--- config.mk ---
export PLATFORM = sky130hd
export DESIGN_NAME = full_adder_bist
export DESIGN_NICKNAME = d
export VERILOG_FILES = /design/src/rtl/full_adder_bist.sv
export SDC_FILE = /design/constraint.sdc
export NUM_CORES = 1
export LEC_CHECK = 0
export ABC_AREA = 0
export CORE_ASPECT_RATIO = 1.4
export CORE_UTILIZATION = 50
export CTS_CLUSTER_DIAMETER = 120
export DETAILED_ROUTE_END_ITERATION = 6
export HOLD_SLACK_MARGIN = 0.03
export MAX_ROUTING_LAYER = met4
export PLACE_DENSITY = 0.8
export SKIP_LAST_GASP = 1
export SYNTH_ARGS = -nofsm -noshare
export SYNTH_HDL_FRONTEND = slang
export SYNTH_SLANG_ARGS = --single-unit
--- constraint.sdc ---
create_clock -name clk -period 1.9 [get_ports clk]
set_clock_uncertainty 0.2 [all_clocks]
set_input_delay 0.38 -clock clk [delete_from_list [all_inputs] [get_ports clk]]
set_output_delay 0.38 -clock clk [all_outputs]
set_load 0.02 [all_outputs]
--- src/rtl/full_adder_bist.sv ---
`default_nettype none
// ============================================================================
//  Module      : full_adder_bist
//  Description : Built-in self-test engine for a one-bit full adder cell.
//                Sweeps all eight {a,b,cin} vectors through an external
//                full adder and holds each one for SETTLE_CYCLES before
//                sampling it. It checks sum/cout against the golden function
//                and reports a verdict, a saturating error count and the
//                first failing vector.
//  Revision    : 1.0  initial release
// ============================================================================
module full_adder_bist #(
   parameter int SETTLE_CYCLES = 2,   // 1..15 cycles each vector is held
   parameter int LOOPS         = 1    // 1..255 complete sweeps per run
) (
   input  logic       clk,
   input  logic       rst,
   input  logic       start,
   output logic       tst_a,
   output logic       tst_b,
   output logic       tst_cin,
   input  logic       dut_sum,
   input  logic       dut_cout,
   output logic       busy,
   output logic       done,
   output logic       pass,
   output logic [3:0] err_count,
   output logic [2:0] first_fail,
   output logic       first_fail_valid
);

   // Terminal values of the settle and loop counters.
   localparam logic [3:0] c_SETTLE_LAST = 4'(SETTLE_CYCLES - 1);
   localparam logic [7:0] c_LOOP_LAST   = 8'(LOOPS - 1);
   localparam logic [2:0] c_IDX_LAST    = 3'd7;
   localparam logic [3:0] c_ERR_MAX     = 4'hF;

   typedef enum logic [1:0] {
      IDLE  = 2'd0,
      APPLY = 2'd1,
      CHECK = 2'd2,
      DONE  = 2'd3
   } state_t;

   state_t     state_q;
   logic [2:0] idx_q;       // current vector {a,b,cin}
   logic [7:0] loop_q;      // completed sweeps in this run
   logic [3:0] settle_q;    // cycles the current vector has been held
   logic [2:0] stim_q;      // registered stimulus driven to the adder
   logic       mism_q;      // sampled mismatch of the held vector
   logic       busy_q;
   logic       done_q;
   logic       pass_q;
   logic [3:0] err_q;
   logic [2:0] ff_q;
   logic       ffv_q;

   logic       exp_sum_d;
   logic       exp_cout_d;
   logic       mism_d;
   logic [3:0] err_inc_d;
   logic [2:0] idx_next_d;

   // Golden full-adder response for the vector currently held, and the
   // mismatch/next-value helpers used by the sequencer.
   always_comb begin
      exp_sum_d  = idx_q[2] ^ idx_q[1] ^ idx_q[0];
      exp_cout_d = (idx_q[2] & idx_q[1]) | (idx_q[2] & idx_q[0]) |
                   (idx_q[1] & idx_q[0]);
      mism_d     = (dut_sum != exp_sum_d) | (dut_cout != exp_cout_d);
      err_inc_d  = (err_q == c_ERR_MAX) ? err_q : err_q + 4'd1;
      idx_next_d = idx_q + 3'd1;
   end

   // Test sequencer: the adder response is sampled on the edge that ends the
   // settle window, so a vector has been held exactly SETTLE_CYCLES cycles
   // when it is judged; the CHECK cycle then books the registered result.
   always_ff @(posedge clk or posedge rst) begin
      if (rst) begin
         state_q  <= IDLE;
         idx_q    <= 3'd0;
         loop_q   <= 8'd0;
         settle_q <= 4'd0;
         stim_q   <= 3'd0;
         mism_q   <= 1'b0;
         busy_q   <= 1'b0;
         done_q   <= 1'b0;
         pass_q   <= 1'b0;
         err_q    <= 4'd0;
         ff_q     <= 3'd0;
         ffv_q    <= 1'b0;
      end else begin
         done_q <= 1'b0;
         case (state_q)
            IDLE: begin
               stim_q <= 3'd0;
               if (start) begin
                  err_q    <= 4'd0;
                  ff_q     <= 3'd0;
                  ffv_q    <= 1'b0;
                  pass_q   <= 1'b0;
                  busy_q   <= 1'b1;
                  idx_q    <= 3'd0;
                  loop_q   <= 8'd0;
                  settle_q <= 4'd0;
                  state_q  <= APPLY;
               end
            end

            APPLY: begin
               if (settle_q == c_SETTLE_LAST) begin
                  settle_q <= 4'd0;
                  mism_q   <= mism_d;
                  state_q  <= CHECK;
               end else begin
                  settle_q <= settle_q + 4'd1;
               end
            end

            CHECK: begin
               if (mism_q) begin
                  err_q <= err_inc_d;
                  if (!ffv_q) begin
                     ff_q  <= idx_q;
                     ffv_q <= 1'b1;
                  end
               end
               if ((idx_q == c_IDX_LAST) && (loop_q == c_LOOP_LAST)) begin
                  stim_q  <= 3'd0;
                  state_q <= DONE;
               end else begin
                  if (idx_q == c_IDX_LAST) begin
                     loop_q <= loop_q + 8'd1;
                  end
                  idx_q   <= idx_next_d;
                  stim_q  <= idx_next_d;
                  state_q <= APPLY;
               end
            end

            DONE: begin
               // err_q already includes the final CHECK at this point.
               done_q  <= 1'b1;
               busy_q  <= 1'b0;
               pass_q  <= (err_q == 4'd0);
               idx_q   <= 3'd0;
               loop_q  <= 8'd0;
               state_q <= IDLE;
            end

            default: begin
               state_q <= IDLE;
            end
         endcase
      end
   end

   assign tst_a            = stim_q[2];
   assign tst_b            = stim_q[1];
   assign tst_cin          = stim_q[0];
   assign busy             = busy_q;
   assign done             = done_q;
   assign pass             = pass_q;
   assign err_count        = err_q;
   assign first_fail       = ff_q;
   assign first_fail_valid = ffv_q;

endmodule
`default_nettype wire

==> impl_metrics.yaml <==
status:
  status: "finished with violations"
  failed_checks: "negative setup slack"
logic_synthesis:
  synthArstFlopShare_pct: 100
  synth_edf_count: 0
  syn_avg_cell_area_sq_um: 10.1
  synthDistinctLibCells: 45
  netlist_instances: 166
  synth_flop_cell: "dfrtp_1"
  syn_area_sq_mm: 0.00168
  synth_fp_nets: 180
  seq_area_frac_synth_pct: 47.8
  yosys_warnings: 0
  synth-seq-cells: 32
cells_and_area:
  syn2layout_area_growth_pct: 33.1
  nets: 227
  fill_cells: 230
  drive_gt1_share_pct: 21.5
  antennaDiodeCount: 0
power_and_ir_drop:
  combPwrFrac_pct: 43.1
  p_leak_uw: 0.00104
  p_switching_uw: 956
  seqPwrFrac_pct: 36.5
  finalPower_uw: 2590
  clkPwrFrac_pct: 20.4
  switching_share_pct: 36.9
  internal_power_uw: 1640
  irDropWorstVdd_mv: 0.768
  power_density_mw_per_mm2: 1160
worst_setup_path:
  slowest_delay_ns: 0.54
  rrSetupSlack_ns: -0.10
  required_ns: 1.87
  crit_path_end_kind: "flop"
  r2r_end: "mism_q$_DFFE_PP0P_"
  critical_path.max_fanout: 4
  ff2ff_path_depth: 6
  crit_buf_inv: 2
  cp_top_family: "adder cells"
  crit_chain: "buf_4 > buf_6 > fa_1 > xnor2_1 > nand2_1 > mux2_1"
  r2r-start: "idx_q[1]$_DFFE_PP0P_"
  worst-setup-path-type: "reg2reg"
  slowest_stage: "fa_1"
  start_kind: "flop"
  worst_ep_arrival_time_ns: 1.97
floorplan:
  core_area_sq_mm: 0.00315
  die_h_um: 70.5
  rows: 24
  io_pins: 19
  dieArea_sq_mm: 0.00359
  fp.dieW_um: 50.9
  start_util_pct: 53.2
sta:
  tightest_slew_ns: 0.407
  slew_viol_final: 0
  whs_ns: 0.275
  final_hold_viol_count: 0
  timing.fmax_ghz: 0.500
  fin_crit_ns: 2.00
  slew_headroom_pct: 72.9
  period_share_pct: 105
  timing.final.ws_setup_ns: -0.101
  rsz0062_at_grt: "yes"
  setup_viol: 7
clocking:
  cts_buffers: 5
  cts_root_buf: "clkbuf_8"
  cts_sinks: 32
  cts_htree_levels: 2
  clk_latency_ns: 0.28
  clock_path_buffers: 2
  cts_hold_buf: 0
  cts_tree: "done"
  clkTransAtPathRegs_ns: 0.06
placed_design:
  hpwl_um: 2780
  dp_slack_ns: -0.347
  portBuffers: 18
  gp_congestion: 0.844
grt:
  grt_pass1_vias: 1506
  gr-total-overflow: 0
  antenna_found_initial: 0
  grt_max_degree: 33
  track_usage_pct: 25.2
  grt_pass1_wl_um: 6430
routing:
  routedWlPerCell_um: 14.7
  first_pass_iters: 4
  drt_iter0_drc: 26
  finalWirelength_um: 3710
  vias_per_cell: 5.57
  vias: 1409
  post-route-drc-count: 0
  ant_nets: 0
hold_path:
  hp-class: "in2async"
run:
  maxCapViolations: 0
-- final cells by class --
cell class / count / area, sq um / share of cell area (%)
Multi-Input combinational cell: 117 / 850 / 38.1
Sequential cell: 32 / 803 / 36.0
Timing Repair Buffer: 45 / 395 / 17.7
Clock buffer: 8 / 90.1 / 4.04
Tap cell: 39 / 48.8 / 2.19
Inverter: 12 / 45.0 / 2.02
-- state kept, by name (all words and copies together) (netlist names) --
name,count
first_fail,3
idx_q,3
pass,1
stim_q,3
settle_q,4
busy,1
loop_q,8
done,1
state_q,2
mism_q,1
err_count,4
first_fail_valid,1
-- through the flow --
step                std cells  setup TNS [ns]  util [%]  cell area (sq um)
finish                    253          -0.292      70.8               2230
global route              253           -1.18      70.8               2230
CTS                       253         -0.0865      70.5               2220
detailed placement        243           -2.95      66.2               2090
global placement          243           -2.28      66.2               2090
floorplan                 166          -0.736         -               1700
-- cells in the final DEF, fill, tap and decap left out, types with 3 or more instances in the layout --
| cell | instances |
|---|---|
| clkdlybuf4s50_1 | 13 |
| inv_1 | 10 |
| a31oi_1 | 4 |
| dlygate4sd2_1 | 3 |
| a21oi_1 | 6 |
| ha_1 | 6 |
| clkbuf_8 | 6 |
| dfrtp_1 | 30 |
| o21ai_1 | 14 |
| nand2_1 | 27 |
| buf_4 | 24 |
| nor2_1 | 6 |
| mux2i_1 | 4 |
| buf_6 | 3 |
| xnor2_1 | 5 |
| nand3_1 | 6 |
-- how the worst max path moves through the flow --
| stage | startpoint | end | cells past startpoint |
|---|---|---|---|
| finish | idx_q[1]$_DFFE_PP0P_ | mism_q$_DFFE_PP0P_ | 6 |
| detailed placement | start | err_count[3]$_DFFE_PP0P_ | 5 |
| CTS | idx_q[1]$_DFFE_PP0P_ | loop_q[6]$_DFFE_PP0P_ | 7 |
| global placement | start | err_count[3]$_DFFE_PP0P_ | 5 |
| global route | idx_q[1]$_DFFE_PP0P_ | loop_q[6]$_DFFE_PP0P_ | 7 |
| floorplan | idx_q[1]$_DFFE_PP0P_ | loop_q[1]$_DFFE_PP0P_ | 7 |
-- cell usage after synthesis (2+ instances only) --
cell type  instances  share of area (%)
a21oi_1            6                1.8
o21ai_0            2               0.60
clkbuf_1           2               0.45
nand2b_1           2               0.75
a41oi_1            2                1.0
inv_1             10                2.2
nand2_1           27                6.0
xnor2_1            5                2.6
o21ai_1           14                4.2
dfrtp_1           32                 48
a22oi_1            2               0.90
nand3b_1           2               0.90
a31oi_1            4                1.5
nor2_1             6                1.3
and3_1             2               0.75
a32o_1             2                1.2
nor3b_1            2               0.90
a211oi_1           2               0.90
ha_1               8                6.0
nand3_1            6                1.8
mux2i_1            4                2.4
-- metal layers --
layer  up-vias  routed length (um)  GRT usage, %
li1        680                   -             -
met1       678                1410          24.6
met2        34                2010          42.1
met3        17                 140          7.19
met4         0                 148          16.0
met5         -                   0             -
-- what timing repair did --
action / CTS / global route
hold endpoints to repair: 0 / 0
setup buffers: 2 / 1
endpoints found under the setup margin: 15 / 17
resized for setup: 9 / 4
pin swaps: 4 / 6
-- worst min-delay path: cells and delay by family --
kind                   cells  cell delay (ns)
buffers and inverters      3             0.80
-- cells by family (layout without fill, tap and decap cells) --
group           Yosys count  in the layout  share of synthesized area, %
simple gates             56             56                          17.7
compound gates           42             42                          17.4
flops                    32             32                          47.8
buf+inv                  17             65                          4.33
fa+ha+maj                 9              9                          7.16
xor+xnor                  5              5                          2.61
mux                       5              5                          3.06
-- power groups by stage --
stage	registers [uW]	logic, uW	clock network, uW
floorplan	1030	568	0
global placement	939	1020	0
detailed placement	951	1060	0
CTS	948	1100	545
global route	965	1230	577
finish	947	1120	529
(Power assumes the default switching activity.)
